==> src/rtl/vga_timing_pkg.sv <==
// VGA mode presets and period arithmetic
// shared by the sync generator blocks.
`timescale 1ns/1ps
package vga_timing_pkg;

  function automatic int axis_total(
    input int act,
    input int fp,
    input int sync,
    input int bp
  );
    return act + fp + sync + bp;
  endfunction

  localparam int VGA640_H_ACTIVE = 640;
  localparam int VGA640_H_FP     = 16;
  localparam int VGA640_H_SYNC   = 96;
  localparam int VGA640_H_BP     = 48;
  localparam int VGA640_V_ACTIVE = 480;
  localparam int VGA640_V_FP     = 10;
  localparam int VGA640_V_SYNC   = 2;
  localparam int VGA640_V_BP     = 33;

  localparam int VGA800_H_ACTIVE = 800;
  localparam int VGA800_H_FP     = 56;
  localparam int VGA800_H_SYNC   = 120;
  localparam int VGA800_H_BP     = 64;
  localparam int VGA800_V_ACTIVE = 600;
  localparam int VGA800_V_FP     = 37;
  localparam int VGA800_V_SYNC   = 6;
  localparam int VGA800_V_BP     = 23;

endpackage

==> src/rtl/vga_axis_timing.sv <==
// One timing axis: wrapping counter with
// registered sync/active decoded from the next count.
`timescale 1ns/1ps
module vga_axis_timing
  import vga_timing_pkg::*;
#(
  parameter int   ACTIVE = 640,
  parameter int   FP     = 16,
  parameter int   SYNC   = 96,
  parameter int   BP     = 48,
  parameter logic POL    = 1'b0,
  parameter int   CW     = 10
) (
  input  logic          clk,
  input  logic          rst,
  input  logic          adv,
  output logic [CW-1:0] count,
  output logic          sync,
  output logic          active,
  output logic          wrap
);

  localparam int TOTAL = axis_total(ACTIVE, FP, SYNC, BP);
  localparam logic [CW-1:0] LAST = CW'(TOTAL - 1);
  localparam logic [CW-1:0] ACT  = CW'(ACTIVE);
  localparam logic [CW-1:0] SS   = CW'(ACTIVE + FP);
  localparam logic [CW-1:0] SE   = CW'(ACTIVE + FP + SYNC - 1);

  if (TOTAL - 1 >= (1 << CW)) begin : g_cw_chk
    $error("vga_axis_timing: CW too narrow");
  end

  logic [CW-1:0] r_count;
  logic          r_sync;
  logic          r_active;
  logic [CW-1:0] w_next;
  logic          w_wrap;
  logic          w_in_sync;

  assign w_wrap    = (r_count == LAST);
  assign w_next    = w_wrap ? '0 : r_count + 1'b1;
  assign w_in_sync = (w_next >= SS) && (w_next <= SE);

  always_ff @(posedge clk or negedge rst) begin
    if (!rst) begin
      r_count  <= LAST;
      r_sync   <= ~POL;
      r_active <= 1'b0;
    end else if (adv) begin
      r_count  <= w_next;
      r_sync   <= w_in_sync ? POL : ~POL;
      r_active <= (w_next < ACT);
    end
  end

  assign count  = r_count;
  assign sync   = r_sync;
  assign active = r_active;
  assign wrap   = w_wrap;

endmodule

==> src/rtl/vga_timing_gen.sv <==
// Parametrised VGA timing generator: pixel-clock
// divider, h/v axes, line/frame strobes, frame counter.
`timescale 1ns/1ps
module vga_timing_gen
  import vga_timing_pkg::*;
#(
  parameter int   H_ACTIVE = VGA640_H_ACTIVE,
  parameter int   H_FP     = VGA640_H_FP,
  parameter int   H_SYNC   = VGA640_H_SYNC,
  parameter int   H_BP     = VGA640_H_BP,
  parameter int   V_ACTIVE = VGA640_V_ACTIVE,
  parameter int   V_FP     = VGA640_V_FP,
  parameter int   V_SYNC   = VGA640_V_SYNC,
  parameter int   V_BP     = VGA640_V_BP,
  parameter logic HS_POL   = 1'b0,
  parameter logic VS_POL   = 1'b0,
  parameter int   CLK_DIV  = 4,
  parameter int   CW       = 10,
  parameter int   FW       = 16
) (
  input  logic          clk,
  input  logic          rst,
  input  logic          en,
  output logic          pix_tick,
  output logic [CW-1:0] h_count,
  output logic [CW-1:0] v_count,
  output logic          h_sync,
  output logic          v_sync,
  output logic          vd_on,
  output logic          line_start,
  output logic          frame_start,
  output logic [FW-1:0] frame_cnt
);

  localparam int DW = (CLK_DIV > 1) ? $clog2(CLK_DIV) : 1;
  localparam logic [DW-1:0] DIV_LAST = DW'(CLK_DIV - 1);
  localparam logic [CW-1:0] HA_LAST  = CW'(H_ACTIVE - 1);
  localparam logic [CW-1:0] VA_LAST  = CW'(V_ACTIVE - 1);

  if (CLK_DIV < 1) begin : g_div_chk
    $error("vga_timing_gen: CLK_DIV must be >= 1");
  end

  logic [DW-1:0] r_div;
  logic          r_ls;
  logic          r_fs;
  logic          r_vd;
  logic [FW-1:0] r_fcnt;
  logic          w_tick;
  logic          w_h_wrap;
  logic          w_v_wrap;
  logic          w_h_act;
  logic          w_v_act;
  logic          w_h_nact;
  logic          w_v_nact;
  logic          w_fwrap;

  assign w_tick  = en & (r_div == DIV_LAST);
  assign w_fwrap = w_tick & w_h_wrap & w_v_wrap;

  always_ff @(posedge clk or negedge rst) begin
    if (!rst) begin
      r_div <= '0;
    end else if (en) begin
      r_div <= (r_div == DIV_LAST) ? '0 : r_div + 1'b1;
    end
  end

  vga_axis_timing #(
    .ACTIVE (H_ACTIVE),
    .FP     (H_FP),
    .SYNC   (H_SYNC),
    .BP     (H_BP),
    .POL    (HS_POL),
    .CW     (CW)
  ) u_h (
    .clk    (clk),
    .rst    (rst),
    .adv    (w_tick),
    .count  (h_count),
    .sync   (h_sync),
    .active (w_h_act),
    .wrap   (w_h_wrap)
  );

  vga_axis_timing #(
    .ACTIVE (V_ACTIVE),
    .FP     (V_FP),
    .SYNC   (V_SYNC),
    .BP     (V_BP),
    .POL    (VS_POL),
    .CW     (CW)
  ) u_v (
    .clk    (clk),
    .rst    (rst),
    .adv    (w_tick & w_h_wrap),
    .count  (v_count),
    .sync   (v_sync),
    .active (w_v_act),
    .wrap   (w_v_wrap)
  );

  // Video-on from next h/v so it flips on the same edge as the counters
  assign w_h_nact = w_h_wrap | (w_h_act & (h_count != HA_LAST));
  assign w_v_nact = w_h_wrap
                  ? (w_v_wrap | (w_v_act & (v_count != VA_LAST)))
                  : w_v_act;

  always_ff @(posedge clk or negedge rst) begin
    if (!rst) begin
      r_ls   <= 1'b0;
      r_fs   <= 1'b0;
      r_vd   <= 1'b0;
      r_fcnt <= '0;
    end else begin
      r_ls <= w_tick & w_h_wrap;
      r_fs <= w_fwrap;
      if (w_tick) begin
        r_vd <= w_h_nact & w_v_nact;
      end
      if (w_fwrap) begin
        r_fcnt <= r_fcnt + 1'b1;
      end
    end
  end

  assign pix_tick    = w_tick & rst;
  assign line_start  = r_ls & en;
  assign frame_start = r_fs & en;
  assign vd_on       = r_vd;
  assign frame_cnt   = r_fcnt;

endmodule

==> config.mk <==
export PLATFORM = sky130hd
export DESIGN_NAME = vga_timing_gen
export DESIGN_NICKNAME = d
export VERILOG_FILES = /design/src/rtl/vga_timing_pkg.sv /design/src/rtl/vga_axis_timing.sv /design/src/rtl/vga_timing_gen.sv
export SDC_FILE = /design/constraint.sdc
export NUM_CORES = 1
export LEC_CHECK = 0
export BUFFER_PORTS_ARGS = -buffer_cell sky130_fd_sc_hd__buf_4
export CELL_PAD_IN_SITES_DETAIL_PLACEMENT = 1
export CELL_PAD_IN_SITES_GLOBAL_PLACEMENT = 1
export CORE_MARGIN = 5
export CORE_UTILIZATION = 46
export CTS_CLUSTER_DIAMETER = 120
export CTS_CLUSTER_SIZE = 10
export DETAILED_ROUTE_END_ITERATION = 7
export GPL_TIMING_DRIVEN = 0
export PLACE_DENSITY = 0.88
export SLEW_MARGIN = 40
export SYNTH_ARGS = -nofsm -noshare
export SYNTH_HDL_FRONTEND = slang
export SYNTH_SLANG_ARGS = --single-unit
==> constraint.sdc <==
create_clock -name clk -period 5 [get_ports clk]
set_input_delay 0.25 -clock clk [delete_from_list [all_inputs] [get_ports clk]]
set_output_delay 0.25 -clock clk [all_outputs]
set_load 0.01 [all_outputs]
==> results.json, run 1 <==
{
  "slowest_delay_ns": 0.62,
  "drv_slew": 0,
  "worst-path-max-fanout": 9,
  "setup_viol": 0,
  "regArea_um2": 1140,
  "arrival_ns": 2.86,
  "gr-usage-met1_pct": 25.9,
  "die_area_um2": 7250,
  "finalSetupTns_ns": 0,
  "worst-setup-path-type": "reg -> reg",
  "grt_max_degree": 47,
  "synth_nets": 269,
  "dpl.hpwl_mm": 4.92,
  "drc_errors": 0,
  "grt_util_met3_pct": 3.98,
  "r2r_start": "u_h.count[0]",
  "antenna_found_initial": 0,
  "critPathSlowestCell": "dfstp_2",
  "yosysTopAreaCell": "dfrtp_1",
  "tightest_slew_ns": 0.585,
  "crit_path_start": "u_h.count[0]",
  "crit_family": "simple AND/OR/NAND/NOR gates",
  "vias_per_cell": 5.67,
  "portBuffers": 44,
  "start_util_pct": 47.2,
  "status": "finished, final reports clean",
  "path_buf_inv": 1,
  "cts_hold_buf": 1,
  "grt.total_usage_pct": 19.6,
  "worst_ep_required_time_ns": 5.20,
  "synth_area_um2": 2600,
  "hold_violations": 0,
  "via_count": 2178,
  "min_path_type": "in -> reg",
  "ys_types": 57,
  "synth-main-ff-cell": "dfrtp_1",
  "grt_pass1_wl_mm": 11.6,
  "grt_overflow": 0,
  "critPathLaunchType": "register",
  "io_pins": 45,
  "die_h_um": 85.2,
  "worst_clock_skew_ns": 0.0118,
  "clock_path_buffers": 2,
  "grt_pass1_vias": 2308,
  "numCtsBuffers": 5,
  "fmax_ghz": 0.376,
  "cts_sinks": 45,
  "cp-end-kind": "register",
  "die_width_um": 85.2,
  "avgSynthCellArea_um2": 10.0,
  "path_clk_slew_ns": 0.09,
  "synth_top_area_share_pct": 31.8,
  "slew_headroom_pct": 61.0,
  "final_common_cell": "buf_4",
  "ys_seq_area_share_pct": 43.9,
  "p_sw_mw": 0.247,
  "wl_per_cell_um": 17.3,
  "nNetsFinal": 321,
  "p_seq_share_pct": 54.6,
  "final_cell_mix": "buf_4, dfrtp_1, nand2_1",
  "final_util_pct": 56.6,
  "power.share.switching_pct": 30.8,
  "fillers": 652,
  "async_reset_ff_share_pct": 100,
  "combPwrFrac_pct": 16.7,
  "rsz0062_at_grt": "no",
  "core.rowCount": 27,
  "cts_setup_buffers": 0,
  "drive_above_1_share_pct": 28.8,
  "synth_edf_count": 0,
  "cts_tree": "built",
  "ctsResizeCount": 0,
  "dr.first_iter.drc_count": 120,
  "drv_cap": 0,
  "cts_root_buffer": "clkbuf_8",
  "detail-route-antenna-nets": 0,
  "gp_congestion": 0.886,
  "max-vdd-ir-drop_mv": 0.122,
  "dr.pass1.iters": 4,
  "multi_input_area_um2": 1350,
  "fin_crit_ns": 2.66,
  "htree_num_levels": 2,
  "pwr-share-clk_pct": 28.7,
  "path_cells": "ha_1 -> and4_1 -> clkbuf_1 -> nand4_2 -> nor2_1 -> mux2_2",
  "intPower_mw": 0.554,
  "syn2layout_area_growth_pct": 19.9,
  "finalWirelength_mm": 6.62,
  "grt.busiest_layer": "met2",
  "core_um2": 5510,
  "ys_seq_elements": 45,
  "power_density_nw_per_um2": 257,
  "grtUsageMet2_pct": 32.8,
  "insertion_delay_ns": 0.30,
  "finalCritPeriodShare_pct": 53.3,
  "p_leak_nw": 1.40,
  "synth_area_leaders": "dfrtp_1, dfstp_2, xor2_1",
  "ys_warn_count": 0,
  "insertedDiodeCount": 0,
  "syn-instance-count": 259,
  "hold_path_startpoint": "en"
}
-- sequential cells by signal, indices dropped and copies added, names as in the netlist --
name / count
u_v.sync: 1
u_h.count: 10
r_ls: 1
r_fs: 1
u_v.active: 1
r_div: 2
u_v.count: 10
frame_cnt: 16
u_h.sync: 1
vd_on: 1
u_h.active: 1
-- per-layer routing --
layer  wire [um]  share of wire [%]
met1        2970                 45
met2        3380                 51
met3         228                3.4
met4          53               0.80
met5           0                  0
-- through the flow --
step	hold slack, ns	instance area [um^2]	total power, mW	instances	setup WS (ns)
floorplan	-0.0456	2600	0.510	259	2.81
global placement	0.293	3020	0.565	375	2.46
detailed placement	0.295	3020	0.579	375	2.38
CTS	0.233	3120	0.812	384	2.33
global route	0.243	3120	0.848	384	2.23
finish	0.239	3120	0.801	384	2.34
-- logic make-up after synthesis --
logic type | count (synthesis) | share of synthesized area [%]
and+or+nand+nor | 108 | 25.0
AOI/OAI and AO/OA | 50 | 13.0
DFF | 45 | 43.9
xor gates and xnor gates | 27 | 9.10
buffers and inverters | 19 | 4.28
adders and majority gates | 7 | 3.37
muxes | 3 | 1.30
-- power by group through the flow --
stage	Combinational (mW)	Sequential [mW]	Clock, mW
floorplan	0.0682	0.441	0
global placement	0.124	0.441	0
detailed placement	0.135	0.444	0
CTS	0.136	0.437	0.238
global route	0.149	0.443	0.255
finish	0.134	0.438	0.230
-- cell usage after synthesis, types with 6 or more instances --
cell type   n
a21oi_1     6
dfrtp_1    33
dfstp_2    12
ha_1        7
inv_1       9
nand2_1    27
nand3_1    13
nand4_1     8
nor2_1     17
o21ai_0    17
xnor2_1    13
xor2_1     14
-- worst paths after layout --
check	endpoint	depth (start not counted)	slack [ns]
setup / recovery	frame_cnt[1]	6	2.34
setup reg to reg	frame_cnt[1]	6	2.34
min in group asynchronous	u_h.active	2	0.48
hold / removal	r_div[0]	2	0.24
max in group asynchronous	u_v.count[9]	2	4.12
hold reg to reg	frame_cnt[15]	1	0.47
-- final cells by class --
cell class	count	share of cell area (%)
well taps	72	2.89
multi-input cells	195	43.2
repair buffers	45	10.9
clock inverters	2	0.482
plain buffers	10	2.49
flip-flops and latches	45	36.6
clock buffers	6	2.33
inverters	9	1.08
(Power assumes the default switching activity.)
==> inputs of run 2 (changes only) <==
--- a/config.mk
+++ b/config.mk
@@ -9,12 +9,12 @@
 export CELL_PAD_IN_SITES_DETAIL_PLACEMENT = 1
 export CELL_PAD_IN_SITES_GLOBAL_PLACEMENT = 1
 export CORE_MARGIN = 5
-export CORE_UTILIZATION = 46
+export CORE_UTILIZATION = 39
 export CTS_CLUSTER_DIAMETER = 120
 export CTS_CLUSTER_SIZE = 10
 export DETAILED_ROUTE_END_ITERATION = 7
 export GPL_TIMING_DRIVEN = 0
-export PLACE_DENSITY = 0.88
+export PLACE_DENSITY = 0.8
 export SLEW_MARGIN = 40
 export SYNTH_ARGS = -nofsm -noshare
 export SYNTH_HDL_FRONTEND = slang
==> constraint.sdc (replaced) <==
create_clock -name clk -period 2.2 [get_ports clk]
set_input_delay 0.11 -clock clk [delete_from_list [all_inputs] [get_ports clk]]
set_output_delay 0.11 -clock clk [all_outputs]
set_load 0.01 [all_outputs]
==> results.json, run 2 (same netlist as run 1, synthesis figures left out) <==
{
  "status": "finished, final reports clean",
  "pwr-share-clk_pct": 30.1,
  "finalSetupTns_ns": 0,
  "wl_per_cell_um": 17.6,
  "die_area_um2": 8400,
  "worst-path-max-fanout": 8,
  "p_sw_mw": 0.575,
  "hold_path_startpoint": "en",
  "cp-end-kind": "register",
  "min_path_type": "in -> reg",
  "die_h_um": 91.6,
  "vias_per_cell": 5.56,
  "grt_pass1_wl_mm": 11.8,
  "fin_crit_ns": 2.12,
  "hold_path_end": "r_div[1]",
  "multi_input_area_um2": 1420,
  "r2r_start": "u_h.count[9]",
  "insertedDiodeCount": 0,
  "grt_overflow": 0,
  "final_util_pct": 51.3,
  "nNetsFinal": 331,
  "critPathLaunchType": "register",
  "htree_num_levels": 2,
  "place_ws_ns": -0.402,
  "regArea_um2": 1140,
  "gp_congestion": 0.840,
  "r2r_end": "frame_cnt[12]",
  "fillers": 749,
  "worst-setup-path-type": "reg -> reg",
  "combPwrFrac_pct": 17.3,
  "final_cell_mix": "buf_4, dfrtp_1, nand2_1",
  "cts_tree": "built",
  "die_width_um": 91.6,
  "insertion_delay_ns": 0.30,
  "syn2layout_area_growth_pct": 26.7,
  "slowest_delay_ns": 0.61,
  "path_buf_inv": 1,
  "rsz0062_at_grt": "no",
  "drive_above_1_share_pct": 34.5,
  "finalWirelength_mm": 7.02,
  "arrival_ns": 2.33,
  "worst_clock_skew_ns": 0.0137,
  "dpl.hpwl_mm": 4.84,
  "antenna_found_initial": 0,
  "power_mw": 1.90,
  "final_common_cell": "buf_4",
  "io_pins": 45,
  "dr.pass1.iters": 4,
  "tightest_slew_ns": 0.594,
  "worstHoldPathCells": 2,
  "r2r_setup_slack_ns": 0.08,
  "grt_pass1_vias": 2364,
  "portBuffers": 44,
  "power_density_nw_per_um2": 576,
  "power.share.switching_pct": 30.3,
  "fmax_ghz": 0.473,
  "grt_max_degree": 47,
  "drv_slew": 0,
  "numCtsBuffers": 5,
  "worst_ep_required_time_ns": 2.42,
  "grt.total_usage_pct": 17.2,
  "start_util_pct": 40.5,
  "cts_sinks": 45,
  "p_seq_share_pct": 52.5,
  "critPathSlowestCell": "dfstp_2",
  "max-vdd-ir-drop_mv": 0.294,
  "detail-route-antenna-nets": 0,
  "finalCritPeriodShare_pct": 96.1,
  "clock_path_buffers": 2,
  "drc_errors": 0,
  "core_um2": 6420,
  "slew_headroom_pct": 60.4,
  "p_leak_nw": 1.49,
  "core.rowCount": 29,
  "dr.first_iter.drc_count": 83,
  "hold_violations": 0,
  "reg2reg_depth": 6,
  "drv_cap": 0,
  "cp.depth": 6,
  "cts_root_buffer": "clkbuf_8",
  "path_cells": "or3b_4 -> nor4_4 -> buf_4 -> nand4_4 -> nor2_2 -> xor2_1",
  "via_count": 2220,
  "setup_viol": 0,
  "crit_family": "simple AND/OR/NAND/NOR gates",
  "intPower_mw": 1.32,
  "worst_slack_ns": 0.0850,
  "path_clk_slew_ns": 0.09,
  "largest_register_ffs": 16
}
==> run 2: area by class of cell <==
type	instances	share of cell area (%)
Timing Repair Buffer	57	13.1
Sequential cell	45	34.7
Tap cell	77	2.93
Inverter	9	1.03
Clock buffer	6	2.51
Multi-Input combinational cell	195	43.2
Clock inverter	2	0.532
Buffer	8	2.13
==> run 2: power groups by stage <==
| stage | Sequential [mW] | Combinational (mW) | Clock [mW] |
|---|---|---|---|
| 2_1_floorplan | 1.00 | 0.155 | 0 |
| 3_3_place_gp | 0.998 | 0.285 | 0 |
| 3_5_place_dp | 1.00 | 0.299 | 0 |
| 4_1_cts | 0.989 | 0.303 | 0.591 |
| 5_1_grt | 1.01 | 0.372 | 0.620 |
| 6_report | 0.997 | 0.329 | 0.571 |
==> run 2: worst register-to-register path, cell delays in order, from the launching register on <==
cell	delay, ns
dfstp_2	0.61
or3b_4	0.44
nor4_4	0.26
buf_4	0.19
nand4_4	0.18
nor2_2	0.16
xor2_1	0.18
==> run 2: metrics by stage <==
step	cells	area [um^2]	hold slack [ns]
after floorplan	259	2600	-0.186
after global placement	380	3030	0.153
after detailed placement	380	3030	0.162
after CTS	398	3240	0.0902
after global routing	399	3290	0.0944
final	399	3290	0.0985
==> run 2: what timing repair did <==
item / CTS / global route
pin swaps: 5 / 2
hold endpoints to repair: 33 / 0
setup endpoints to repair: 31 / 20
hold buffers: 1 / 0
setup buffers: 10 / 2
gates resized for setup: 7 / 8
==> run 2: worst max-delay path by stage <==
stage               slack (ns)       endpoint          from
CTS                       0.01  frame_cnt[12]  u_h.count[0]
finish                    0.08  frame_cnt[12]  u_h.count[9]
floorplan                 0.01   frame_cnt[1]  u_h.count[0]
global placement         -0.35   frame_cnt[1]  u_h.count[0]
global route              0.01   frame_cnt[4]  u_v.count[1]
detailed placement       -0.40   frame_cnt[1]  u_h.count[0]
==> run 2: per-layer routing <==
metal  part of all wire [%]  GRT usage [%]
met5                      0              0
met3                    3.5           3.44
met4                    1.0           4.77
met1                     44           21.5
met2                     51           30.1
==> inputs of run 3 (changes only) <==
--- a/config.mk
+++ b/config.mk
@@ -5,7 +5,7 @@
 export SDC_FILE = /design/constraint.sdc
 export NUM_CORES = 1
 export LEC_CHECK = 0
-export BUFFER_PORTS_ARGS = -buffer_cell sky130_fd_sc_hd__buf_4
+export BUFFER_PORTS_ARGS = -buffer_cell sky130_fd_sc_hd__buf_2
 export CELL_PAD_IN_SITES_DETAIL_PLACEMENT = 1
 export CELL_PAD_IN_SITES_GLOBAL_PLACEMENT = 1
 export CORE_MARGIN = 5
@@ -13,7 +13,6 @@
 export CTS_CLUSTER_DIAMETER = 120
 export CTS_CLUSTER_SIZE = 10
 export DETAILED_ROUTE_END_ITERATION = 7
-export GPL_TIMING_DRIVEN = 0
 export PLACE_DENSITY = 0.8
 export SLEW_MARGIN = 40
 export SYNTH_ARGS = -nofsm -noshare
==> constraint.sdc (replaced) <==
create_clock -name clk -period 2.2 [get_ports clk]
set_input_delay 0 -clock clk [delete_from_list [all_inputs] [get_ports clk]]
set_output_delay 0 -clock clk [all_outputs]
set_load 0.01 [all_outputs]
==> results.json, run 3 (same netlist as run 1, synthesis figures left out) <==
{
  "r2r_start": "u_h.count[8]",
  "largest_register_ffs": 16,
  "r2r_end": "u_h.sync",
  "max-vdd-ir-drop_mv": 0.327,
  "grt.total_usage_pct": 17.4,
  "place_ws_ns": 0.0153,
  "insertion_delay_ns": 0.30,
  "fmax_ghz": 0.478,
  "start_util_pct": 40.5,
  "finalWirelength_mm": 7.11,
  "critPathSlowestCell": "or4_1",
  "power_density_nw_per_um2": 625,
  "worst-setup-path-type": "reg -> reg",
  "htree_num_levels": 2,
  "grt_pass1_wl_mm": 11.9,
  "drive_above_1_share_pct": 34.4,
  "detail-route-antenna-nets": 0,
  "regArea_um2": 1140,
  "fillers": 756,
  "insertedDiodeCount": 0,
  "die_h_um": 91.6,
  "power.share.switching_pct": 29.5,
  "slowest_delay_ns": 0.59,
  "reg2reg_depth": 5,
  "drc_errors": 0,
  "p_sw_mw": 0.582,
  "p_leak_nw": 1.49,
  "drv_slew": 0,
  "grt_overflow": 0,
  "antenna_found_initial": 0,
  "pwr-share-clk_pct": 33.0,
  "cts_sinks": 45,
  "min_path_type": "in -> reg",
  "final_common_cell": "buf_2",
  "hold_path_startpoint": "en",
  "core.rowCount": 29,
  "clock_path_buffers": 2,
  "grt_pass1_vias": 2375,
  "wl_per_cell_um": 17.8,
  "worst_ep_required_time_ns": 2.41,
  "die_width_um": 91.6,
  "vias_per_cell": 5.59,
  "hold_violations": 0,
  "finalCritPeriodShare_pct": 95.1,
  "drv_cap": 0,
  "status": "finished, final reports clean",
  "syn2layout_area_growth_pct": 21.4,
  "worst-path-max-fanout": 4,
  "r2r_setup_slack_ns": 0.11,
  "final_cell_mix": "buf_2, dfrtp_1, nand2_1",
  "finalSetupTns_ns": 0,
  "io_pins": 45,
  "cts_root_buffer": "clkbuf_8",
  "path_clk_slew_ns": 0.09,
  "p_seq_share_pct": 49.2,
  "intPower_mw": 1.39,
  "worst_clock_skew_ns": 0.00672,
  "slew_headroom_pct": 60.9,
  "dr.pass1.iters": 4,
  "combPwrFrac_pct": 17.8,
  "core_um2": 6420,
  "worstHoldPathCells": 2,
  "dpl.hpwl_mm": 5.30,
  "multi_input_area_um2": 1380,
  "tightest_slew_ns": 0.587,
  "portBuffers": 44,
  "via_count": 2236,
  "arrival_ns": 2.31,
  "setup_viol": 0,
  "grt_max_degree": 46,
  "dr.first_iter.drc_count": 93,
  "numCtsBuffers": 5,
  "hold_path_end": "r_div[0]",
  "cp-end-kind": "register",
  "critPathLaunchType": "register",
  "die_area_um2": 8400,
  "fin_crit_ns": 2.09,
  "path_cells": "nand4_1 -> or4_1 -> a21o_1 -> o22a_1 -> o32ai_2",
  "worst_slack_ns": 0.107,
  "nNetsFinal": 332,
  "gp_congestion": 0.955,
  "cts_tree": "built"
}
## run 3: cell count changes in the layout (fill, tap and decap cells not counted), sizes merged
| cell | change |
|---|---|
| buf | +5 |
| clkinvlp | +1 |
| inv | -1 |
| clkbuf | -5 |
| bufinv | +1 |
## run 3: metrics by stage
| stage | util, % | cell area, um^2 | total power, mW | hold WS (ns) | std cells |
|---|---|---|---|---|---|
| floorplan | - | 2600 | 1.16 | -0.296 | 259 |
| finish | 49.1 | 3160 | 1.97 | 0.0286 | 400 |
| global placement | 46.3 | 2970 | 1.30 | 0.211 | 388 |
| global route | 49.1 | 3160 | 2.08 | 0.0422 | 400 |
| detailed placement | 46.3 | 2970 | 1.33 | 0.222 | 388 |
| CTS | 48.6 | 3120 | 1.99 | 0.0204 | 399 |
## run 3: power groups by stage
stage	clock (mW)	combinational (mW)	sequential (mW)
after floorplan	0	0.155	1.00
after global placement	0	0.330	0.975
after detailed placement	0	0.347	0.984
after CTS	0.666	0.354	0.969
after global routing	0.703	0.394	0.979
final	0.652	0.352	0.970
## run 3: how the worst max path moves through the flow
stage	end	slack, ns	from
final	u_h.sync	0.11	u_h.count[8]
after global routing	u_h.sync	-0.02	u_h.count[0]
after CTS	frame_cnt[15]	0.02	u_h.count[0]
after detailed placement	frame_cnt[12]	0.02	u_h.count[0]
after global placement	u_h.sync	0.12	u_h.count[8]
after floorplan	frame_cnt[1]	0.01	u_h.count[0]
## run 3: timing repair
action,in CTS,in global routing
buffers inserted,2,1
hold buffers,1,0
gates resized for setup,1,6
setup endpoints to repair,2,13
pin swaps,0,1
hold endpoints to repair,33,0
## run 3: worst max-delay path, delay by kind of cell (launching register included)
family | cells | cell delay (ns)
simple gates | 2 | 0.81
compound gates | 3 | 0.66
flops | 1 | 0.54
## run 3: layout make-up
cell class | instances | area share (%)
Sequential cell | 45 | 36.2
Tap cell | 77 | 3.05
Timing Repair Buffer | 66 | 12.3
Multi-Input combinational cell | 195 | 43.7
Inverter | 9 | 1.07
Clock inverter | 3 | 1.47
Clock buffer | 5 | 2.18
## run 3: routing by layer
layer  vias up  part of all wire, %  global-route usage, %
li1       1055                    -                      -
met1      1139                   44                   21.9
met2        36                   51                   31.2
met3         6                  3.6                   3.27
met4         0                 0.73                   3.39
met5         -                    0                      0
